==> src/rtl/ones_cnt_pkg.sv <==
// Shared types and constants for the ones-counter scheduler.
// The result width is fixed by the external 4-bit serial counter.
package ones_cnt_pkg;
  localparam int CNT_W     = 4;
  localparam int MAX_WIDTH = 15;

  typedef enum logic [2:0] {
    IDLE,
    CLEAR,
    SHIFT,
    CAPTURE,
    RESP
  } state_e;
endpackage

==> src/rtl/rr_arbiter.sv <==
// Combinational round-robin arbiter: the first asserted request at or after
// ptr wins. The pointer register lives in the caller.
module rr_arbiter #(
  parameter  int NREQ  = 4,
  localparam int IDX_W = $clog2(NREQ)
) (
  input  logic [NREQ-1:0]  req,
  input  logic [IDX_W-1:0] ptr,
  output logic [NREQ-1:0]  grant,
  output logic [IDX_W-1:0] grant_idx,
  output logic             any
);
  logic [IDX_W:0]   idx_sum;
  logic [IDX_W-1:0] idx;

  // NOTE: every output and temporary gets a default before the loop, so no
  // path through the block leaves a variable unassigned and infers a latch.
  always_comb begin
    grant     = '0;
    grant_idx = '0;
    any       = 1'b0;
    idx_sum   = '0;
    idx       = '0;
    for (int k = 0; k < NREQ; k++) begin
      idx_sum = {1'b0, ptr} + (IDX_W+1)'(k);
      if (idx_sum >= (IDX_W+1)'(NREQ)) idx_sum = idx_sum - (IDX_W+1)'(NREQ);
      idx = idx_sum[IDX_W-1:0];
      if (!any && req[idx]) begin
        any        = 1'b1;
        grant[idx] = 1'b1;
        grant_idx  = idx;
      end
    end
  end
endmodule

==> src/rtl/ones_cnt_sched.sv <==
// Round-robin scheduler sharing one serial ones counter among NREQ requesters:
// accept a word, clear the counter, shift the word in, return the tagged count.
module ones_cnt_sched
  import ones_cnt_pkg::*;
#(
  parameter  int NREQ  = 4,
  parameter  int WIDTH = 8,
  localparam int IDX_W = $clog2(NREQ)
) (
  input  logic                  clk,
  input  logic                  reset,
  input  logic [NREQ-1:0]       req_valid,
  input  logic [NREQ*WIDTH-1:0] req_data,
  output logic [NREQ-1:0]       req_ready,
  output logic                  cnt_reset,
  output logic                  cnt_data,
  input  logic [0:CNT_W-1]      cnt_count,
  output logic                  rsp_valid,
  input  logic                  rsp_ready,
  output logic [IDX_W-1:0]      rsp_id,
  output logic [CNT_W-1:0]      rsp_count
);
  localparam int BIT_W = $clog2(MAX_WIDTH + 1);

  if (WIDTH < 1 || WIDTH > MAX_WIDTH) begin : g_bad_width
    $error("ones_cnt_sched: WIDTH must be in 1..%0d", MAX_WIDTH);
  end
  if (NREQ < 2 || NREQ > 8) begin : g_bad_nreq
    $error("ones_cnt_sched: NREQ must be in 2..8");
  end

  state_e             state_q, state_d;
  logic [IDX_W-1:0]   ptr_q, ptr_d;
  logic [WIDTH-1:0]   shift_q, shift_d;
  logic [BIT_W-1:0]   bit_cnt_q, bit_cnt_d;
  logic [IDX_W-1:0]   rsp_id_q, rsp_id_d;
  logic [CNT_W-1:0]   rsp_count_q, rsp_count_d;

  logic [NREQ-1:0]    grant;
  logic [IDX_W-1:0]   grant_idx;
  logic               grant_any;
  logic               grant_en;
  logic [WIDTH-1:0]   word_sel;

  rr_arbiter #(.NREQ(NREQ)) u_arb (
    .req       (req_valid),
    .ptr       (ptr_q),
    .grant     (grant),
    .grant_idx (grant_idx),
    .any       (grant_any)
  );

  assign word_sel = req_data[int'(grant_idx)*WIDTH +: WIDTH];

  always_comb begin
    state_d     = state_q;
    ptr_d       = ptr_q;
    shift_d     = shift_q;
    bit_cnt_d   = bit_cnt_q;
    rsp_id_d    = rsp_id_q;
    rsp_count_d = rsp_count_q;
    cnt_data    = 1'b0;
    grant_en    = 1'b0;
    unique case (state_q)
      IDLE: begin
        if (grant_any && !reset) begin
          grant_en = 1'b1;
          shift_d  = word_sel;
          rsp_id_d = grant_idx;
          ptr_d    = (grant_idx == IDX_W'(NREQ-1)) ? '0 : grant_idx + 1'b1;
          state_d  = CLEAR;
        end
      end
      CLEAR: begin
        bit_cnt_d = '0;
        state_d   = SHIFT;
      end
      SHIFT: begin
        cnt_data  = shift_q[0];
        shift_d   = shift_q >> 1;
        bit_cnt_d = bit_cnt_q + 1'b1;
        if (bit_cnt_q == BIT_W'(WIDTH-1)) state_d = CAPTURE;
      end
      CAPTURE: begin
        // cnt_count is declared [0:3], so a plain copy keeps index 0 as the MSB.
        rsp_count_d = cnt_count;
        state_d     = RESP;
      end
      RESP: begin
        if (rsp_ready) state_d = IDLE;
      end
      default: state_d = IDLE;
    endcase
  end

  // NOTE: state registers use non-blocking assignments so every flop samples
  // the pre-edge values regardless of statement order.
  always_ff @(posedge clk) begin
    if (reset) begin
      state_q     <= IDLE;
      ptr_q       <= '0;
      shift_q     <= '0;
      bit_cnt_q   <= '0;
      rsp_id_q    <= '0;
      rsp_count_q <= '0;
    end else begin
      state_q     <= state_d;
      ptr_q       <= ptr_d;
      shift_q     <= shift_d;
      bit_cnt_q   <= bit_cnt_d;
      rsp_id_q    <= rsp_id_d;
      rsp_count_q <= rsp_count_d;
    end
  end

  assign req_ready = grant_en ? grant : '0;
  assign cnt_reset = reset || (state_q == CLEAR);
  assign rsp_valid = (state_q == RESP);
  assign rsp_id    = rsp_id_q;
  assign rsp_count = rsp_count_q;
endmodule
==> config.mk <==
export PLATFORM = sky130hd
export DESIGN_NAME = ones_cnt_sched
export DESIGN_NICKNAME = d
export VERILOG_FILES = /design/src/rtl/ones_cnt_pkg.sv /design/src/rtl/rr_arbiter.sv /design/src/rtl/ones_cnt_sched.sv
export SDC_FILE = /design/constraint.sdc
export NUM_CORES = 1
export LEC_CHECK = 0
export CAP_MARGIN = 20
export CORE_UTILIZATION = 30
export DETAILED_ROUTE_END_ITERATION = 10
export PLACE_DENSITY_LB_ADDON = 0.08
export SYNTH_ARGS = -nofsm -noshare
export SYNTH_HDL_FRONTEND = slang
export SYNTH_SLANG_ARGS = --single-unit
==> constraint.sdc <==
create_clock -name clk -period 3.4 [get_ports clk]
set_input_delay 0.68 -clock clk [delete_from_list [all_inputs] [get_ports clk]]
set_output_delay 0.68 -clock clk [all_outputs]
set_load 0.05 [all_outputs]
==> results.cfg, run 1 <==
[setup_path]
crit_start = req_valid[2]
r2r_start = ptr_q[0]
path_max_fanout = 4
reg2reg_depth = 10
critical_path_class = input port to output port
cp_data_arrival_time_ps = 2620
critical_path_required_ps = 2720
worstSetupStartpointType = input port
end_kind = output port

[detailed_routing]
detail_route.iter0.violations = 71
totalWireLength_um = 5680
postRouteAntennaNets = 0
vias = 2132
via_per_inst = 5.19
wire_per_inst_um = 13.8
drt-pass1-iter-count = 4
drc = 0

[job]
maxCapViolations = 0

[clock_tree]
clockBufferDepth = 2
postCtsHoldBufs = 0
cts_made_buffers = 3
cts_root_buffer = clkbuf_8
cts_tree = done
cts_htree_levels = 1
clk_latency_ps = 260
clk_pin_slew_worst_paths_ps = 80
cts_sinks = 23

[place]
dp_worst_setup_slack_ps = -132
gp_congestion = 0.755
dpl_cell_area_um2 = 2970
dpl.hpwl_um = 4200
portBuffers = 55

[die]
io_pins = 56
rows = 30
die_w_um = 86.0
core_area_um2 = 6790
initial_core_util_pct = 31.1
dieArea_um2 = 7390
die_y_um = 86.0

[timing]
finalSetupViolCount = 0
slew_headroom_pct = 55.5
tightestPinTransition_ps = 662
skew_ps = 2.02
fin_crit_sh_pct = 97.0
hold_violations = 0
fin_crit_ps = 3300
fin_ws_ps = 101
max_freq_ghz = 0.303
drv_slew = 0

[layout]
fin_nets = 368
final_area_um2 = 3070
syn2layout_area_growth_pct = 45.3
drive_gt1_share_pct = 21.6
antenna_cells = 0

[global_routing]
grt_pass1_vias = 1990
antenna_found_initial = 0
grtUsageTotal_pct = 15.8
grt_max_degree = 34
grt_pass1_wl_um = 9520
gr-total-overflow = 0

[synth]
synth_seq_cells = 23
ys_types = 55
syn_area_um2 = 2110
synthArstFlopShare_pct = 0
ys_warn_count = 0
ys_seq_area_share_pct = 21.8
synth_edf_count = 0
synth_nets = 301
ys.flop_type = dfxtp_1
syn_avg_cell_area_um2 = 8.49
syn_inst = 249

[worst_hold_path]
hold_class = register to register
holdPathStages = 2
holdCritStartpoint = rsp_count[1]

[run_status]
status = complete, no violations

[pwr]
leakage_nw = 1.15
p_per_area_nw_per_um2 = 718
ir_worst_vdd_mv = 0.205
what timing repair did:
item | CTS | global route
resized for setup | 6 | 3
hold endpoints to repair | 0 | 0
setup buffers | 0 | 2
setup endpoints to repair | 4 | 4
cell usage after synthesis (9+ instances only):
master    number  area share, %
ha_1           9            5.3
nand2_1       13            2.3
a221oi_1      11            4.6
nor2_1        29            5.1
dfxtp_1       23             22
clkbuf_1      11            2.0
mux2i_1       14            6.6
a21oi_1       14            3.3
nor3b_1        9            3.2
a22oi_1       18            6.4
worst max-delay path: stages:
cell             delay [ps]
clkdlybuf4s50_1         470
or3b_2                  460
a2111oi_2               310
nor2_1                  120
o21ai_2                 150
a221oi_2                140
nor2_4                  150
buf_12                  140
state kept, by name, indices dropped and copies added (netlist names):
signal / cells
shift_q: 8
bit_cnt_q: 4
rsp_count: 4
state_q: 3
ptr_q: 2
rsp_id: 2
cell usage in the layout, fill, tap and decap left out, types with 2 or more instances in the layout:
master,synthesis,layout
a22oi_1,18,18
and3_1,2,2
a221oi_2,0,4
dfxtp_1,23,22
a221o_1,7,7
nor2_1,29,25
a31oi_1,7,7
nor3b_1,9,9
mux2_4,7,7
o21ai_0,6,5
a2111oi_2,1,2
inv_1,7,7
and2_1,2,2
or3_1,2,2
ha_1,9,9
o211ai_1,2,2
nor3_1,3,3
a221oi_1,11,7
mux2i_1,14,14
clkbuf_8,0,3
buf_4,0,23
buf_12,0,8
nor2_4,0,4
nand3_1,7,7
clkdlybuf4s50_1,0,49
nand2_1,13,13
a21oi_1,14,14
nand3b_1,2,2
mux2_2,5,5
mux4_2,2,2
nand2b_1,2,2
report_power, final:
part / switching, mW / internal [mW]
clock: 0.0891 / 0.0818
sequential: 0.0540 / 0.332
combinational: 0.837 / 0.810
stage by stage:
step	cells	hold slack, ps	setup TNS (ps)	util [%]	power [mW]
2_1_floorplan	249	467	0	-	1.48
3_3_place_gp	405	447	-553	43.8	1.98
3_5_place_dp	405	451	-844	43.8	1.99
4_1_cts	409	463	-8.81	44.9	2.20
5_1_grt	411	477	-0.658	45.2	2.38
6_report	411	460	0	45.2	2.20
metal layers:
metal,vias to the layer above,track usage (%),routed length (um)
met5,-,0,0
met4,0,1.36,0
met3,0,2.02,168
met2,52,26.5,2750
met1,991,22.3,2770
li1,1089,-,-
final timing paths:
kind                       end  slack (ps)
setup / recovery  req_ready[0]         100
hold reg to reg   rsp_count[1]         460
setup reg to reg    shift_q[0]         410
hold / removal    rsp_count[1]         460
logic make-up (layout without fill, tap and decap cells):
| group | Yosys count | count (layout) | synth area share, % |
|---|---|---|---|
| AOI/OAI and AO/OA | 83 | 83 | 29.6 |
| xor gates and xnor gates | 1 | 1 | 0.414 |
| adders and majority gates | 9 | 9 | 5.33 |
| buffers and inverters | 26 | 92 | 6.51 |
| DFF | 23 | 23 | 21.8 |
| muxes | 29 | 29 | 17.5 |
| and+or+nand+nor | 78 | 78 | 18.9 |
final cells by class:
cell class	instances	area (um^2)
Multi-Input combinational cell	200	1580
Inverter	7	26.3
Sequential cell	23	462
Clock buffer	3	41.3
Tap cell	96	120
Timing Repair Buffer	81	836
Fill cell	668	3720
Clock inverter	1	5.00
Power figures use the tool's default switching activity.
==> run 2, diff against run 1 <==
--- a/config.mk
+++ b/config.mk
@@ -12,3 +12,4 @@
 export SYNTH_ARGS = -nofsm -noshare
 export SYNTH_HDL_FRONTEND = slang
 export SYNTH_SLANG_ARGS = --single-unit
+export TNS_END_PERCENT = 10
==> constraint.sdc (replaced) <==
create_clock -name clk -period 2.7 [get_ports clk]
set_input_delay 0.54 -clock clk [delete_from_list [all_inputs] [get_ports clk]]
set_output_delay 0.54 -clock clk [all_outputs]
set_load 0.05 [all_outputs]
==> results.cfg, run 2 (same netlist as run 1, synthesis figures left out) <==
[run_status]
status = finished, violations left
violations = negative setup slack

[layout]
multiInputGateArea_um2 = 1650
final_common_cell = clkdlybuf4s50_1
syn2layout_area_growth_pct = 55.6
ff_latch_area_um2 = 464
antenna_cells = 0
top_register = shift_q
largest_reg_flops = 8
layout_common_cells = clkdlybuf4s50_1 (46), buf_4 (44), nor2_1 (24)
drive_gt1_share_pct = 27.7
fin_nets = 389
utilization_pct = 48.4
fillCellCount = 666

[global_routing]
antenna_found_initial = 0
gr-total-overflow = 0
grt_pass1_wl_um = 9600
grt_pass1_vias = 2022
grtUsageTotal_pct = 16.1
grt_max_degree = 24

[setup_path]
reg2reg_depth = 9
path_max_fanout = 4
critical_path_required_ps = 2160
end_kind = output port
crit_start = ptr_q[0]
worstSetupStartpointType = register
r2r-end = shift_q[3]
reg2reg_slack_ps = 0
critical_path_class = register to output port
r2r_start = ptr_q[0]
cp_data_arrival_time_ps = 2260

[worst_hold_path]
hold_class = register to register
holdPathStages = 2
holdCritStartpoint = rsp_count[3]
hold_path_end = rsp_count[3]

[detailed_routing]
postRouteAntennaNets = 0
wire_per_inst_um = 13.7
totalWireLength_um = 5920
wl_met3_um = 166
top_layer = met4
vias = 2249
wl_met1_um = 2950
via_per_inst = 5.21
detail_route.iter0.violations = 82
drt-pass1-iter-count = 4
drc = 0
met2WireLength_um = 2780

[timing]
fin_crit_sh_pct = 104
fin_crit_ps = 2800
finalSetupViolCount = 5
skew_ps = 2.26
max_freq_ghz = 0.357
rsz0062_at_grt = yes
fin_ws_ps = -100
timing.hold.ws_ps = 462
slew_headroom_pct = 65.2
hold_violations = 0
tightestPinTransition_ps = 520
tns_ps = -385
drv_slew = 0

[place]
portBuffers = 55
gp_congestion = 0.840
dpl.hpwl_um = 4490

[die]
io_pins = 56
die_w_um = 86.0
dieArea_um2 = 7390
die_y_um = 86.0
initial_core_util_pct = 31.1
rows = 30
core_area_um2 = 6790

[pwr]
p_per_area_nw_per_um2 = 906
power_mw = 2.98
ir_worst_vdd_mv = 0.326
leakage_nw = 1.26

[clock_tree]
cts_made_buffers = 3
cts_sinks = 23
clk_latency_ps = 260
clk_pin_slew_worst_paths_ps = 80
clockBufferDepth = 2
cts_htree_levels = 1
cts_root_buffer = clkbuf_8
postCtsHoldBufs = 0
cts_tree = done

[job]
maxCapViolations = 0
[run 2: changes by cell type in the layout (fill, tap and decap cells not counted), sizes merged]
cell | before | now
dlymetal6s2s | 1 | 0
clkdlybuf4s50 | 49 | 46
clkbuf | 3 | 4
clkinvlp | 0 | 1
dlygate4sd2 | 0 | 4
buf | 31 | 52
clkinv | 1 | 0
inv | 7 | 6
[run 2: area by class of cell]
| class | instances | share of cell area (%) |
|---|---|---|
| Clock buffer | 4 | 1.37 |
| Inverter | 7 | 0.913 |
| Multi-Input combinational cell | 200 | 50.2 |
| Timing Repair Buffer | 102 | 29.7 |
| Sequential cell | 23 | 14.1 |
| Tap cell | 96 | 3.65 |
[run 2: report_power, final]
group	total [mW]	internal (mW)	switching (mW)
clock	0.214	0.105	0.108
sequential	0.481	0.421	0.0595
combinational	2.28	1.16	1.13
total	2.98	1.68	1.29
[run 2: worst max path at each step]
stage	endpoint	slack [ps]	depth (start not counted)
after global placement	shift_q[6]	-380	8
final	req_ready[0]	-100	9
after CTS	req_ready[0]	-110	9
after global routing	req_ready[0]	-230	9
after detailed placement	shift_q[3]	-390	8
after floorplan	req_ready[0]	-290	10
[run 2: worst max-delay path, stage by stage, from the launching register on]
cell	delay, ps
dfxtp_4	360
clkinvlp_4	100
ha_4	270
or3b_4	380
a2111oi_4	310
nor2_2	100
o21ai_4	110
a221oi_2	120
nor2_4	110
buf_12	140
[run 2: timing repair]
action,CTS,global route
setup endpoints to repair,12,12
gates resized for setup,7,4
pin swaps,15,1
buffers inserted,5,0
[run 2: per-stage QoR]
| step | setup slack [ps] | std cells | area [um^2] |
|---|---|---|---|
| 4_1_cts | -109 | 432 | 3260 |
| 3_5_place_dp | -390 | 423 | 3170 |
| 3_3_place_gp | -376 | 423 | 3170 |
| 6_report | -100 | 432 | 3290 |
| 5_1_grt | -233 | 432 | 3290 |
| 2_1_floorplan | -293 | 249 | 2230 |
[run 2: metal layers]
metal	GRT usage (%)	up-vias
li1	-	1132
met1	22.1	1073
met2	27.3	42
met3	2.79	2
met4	1.36	0
met5	0	-
==> run 3, diff against run 2 <==
--- a/config.mk
+++ b/config.mk
@@ -12,4 +12,4 @@
 export SYNTH_ARGS = -nofsm -noshare
 export SYNTH_HDL_FRONTEND = slang
 export SYNTH_SLANG_ARGS = --single-unit
-export TNS_END_PERCENT = 10
+export TNS_END_PERCENT = 5
==> results of run 3 <==
Final layout, timing and power as in run 2 (identical DEF).
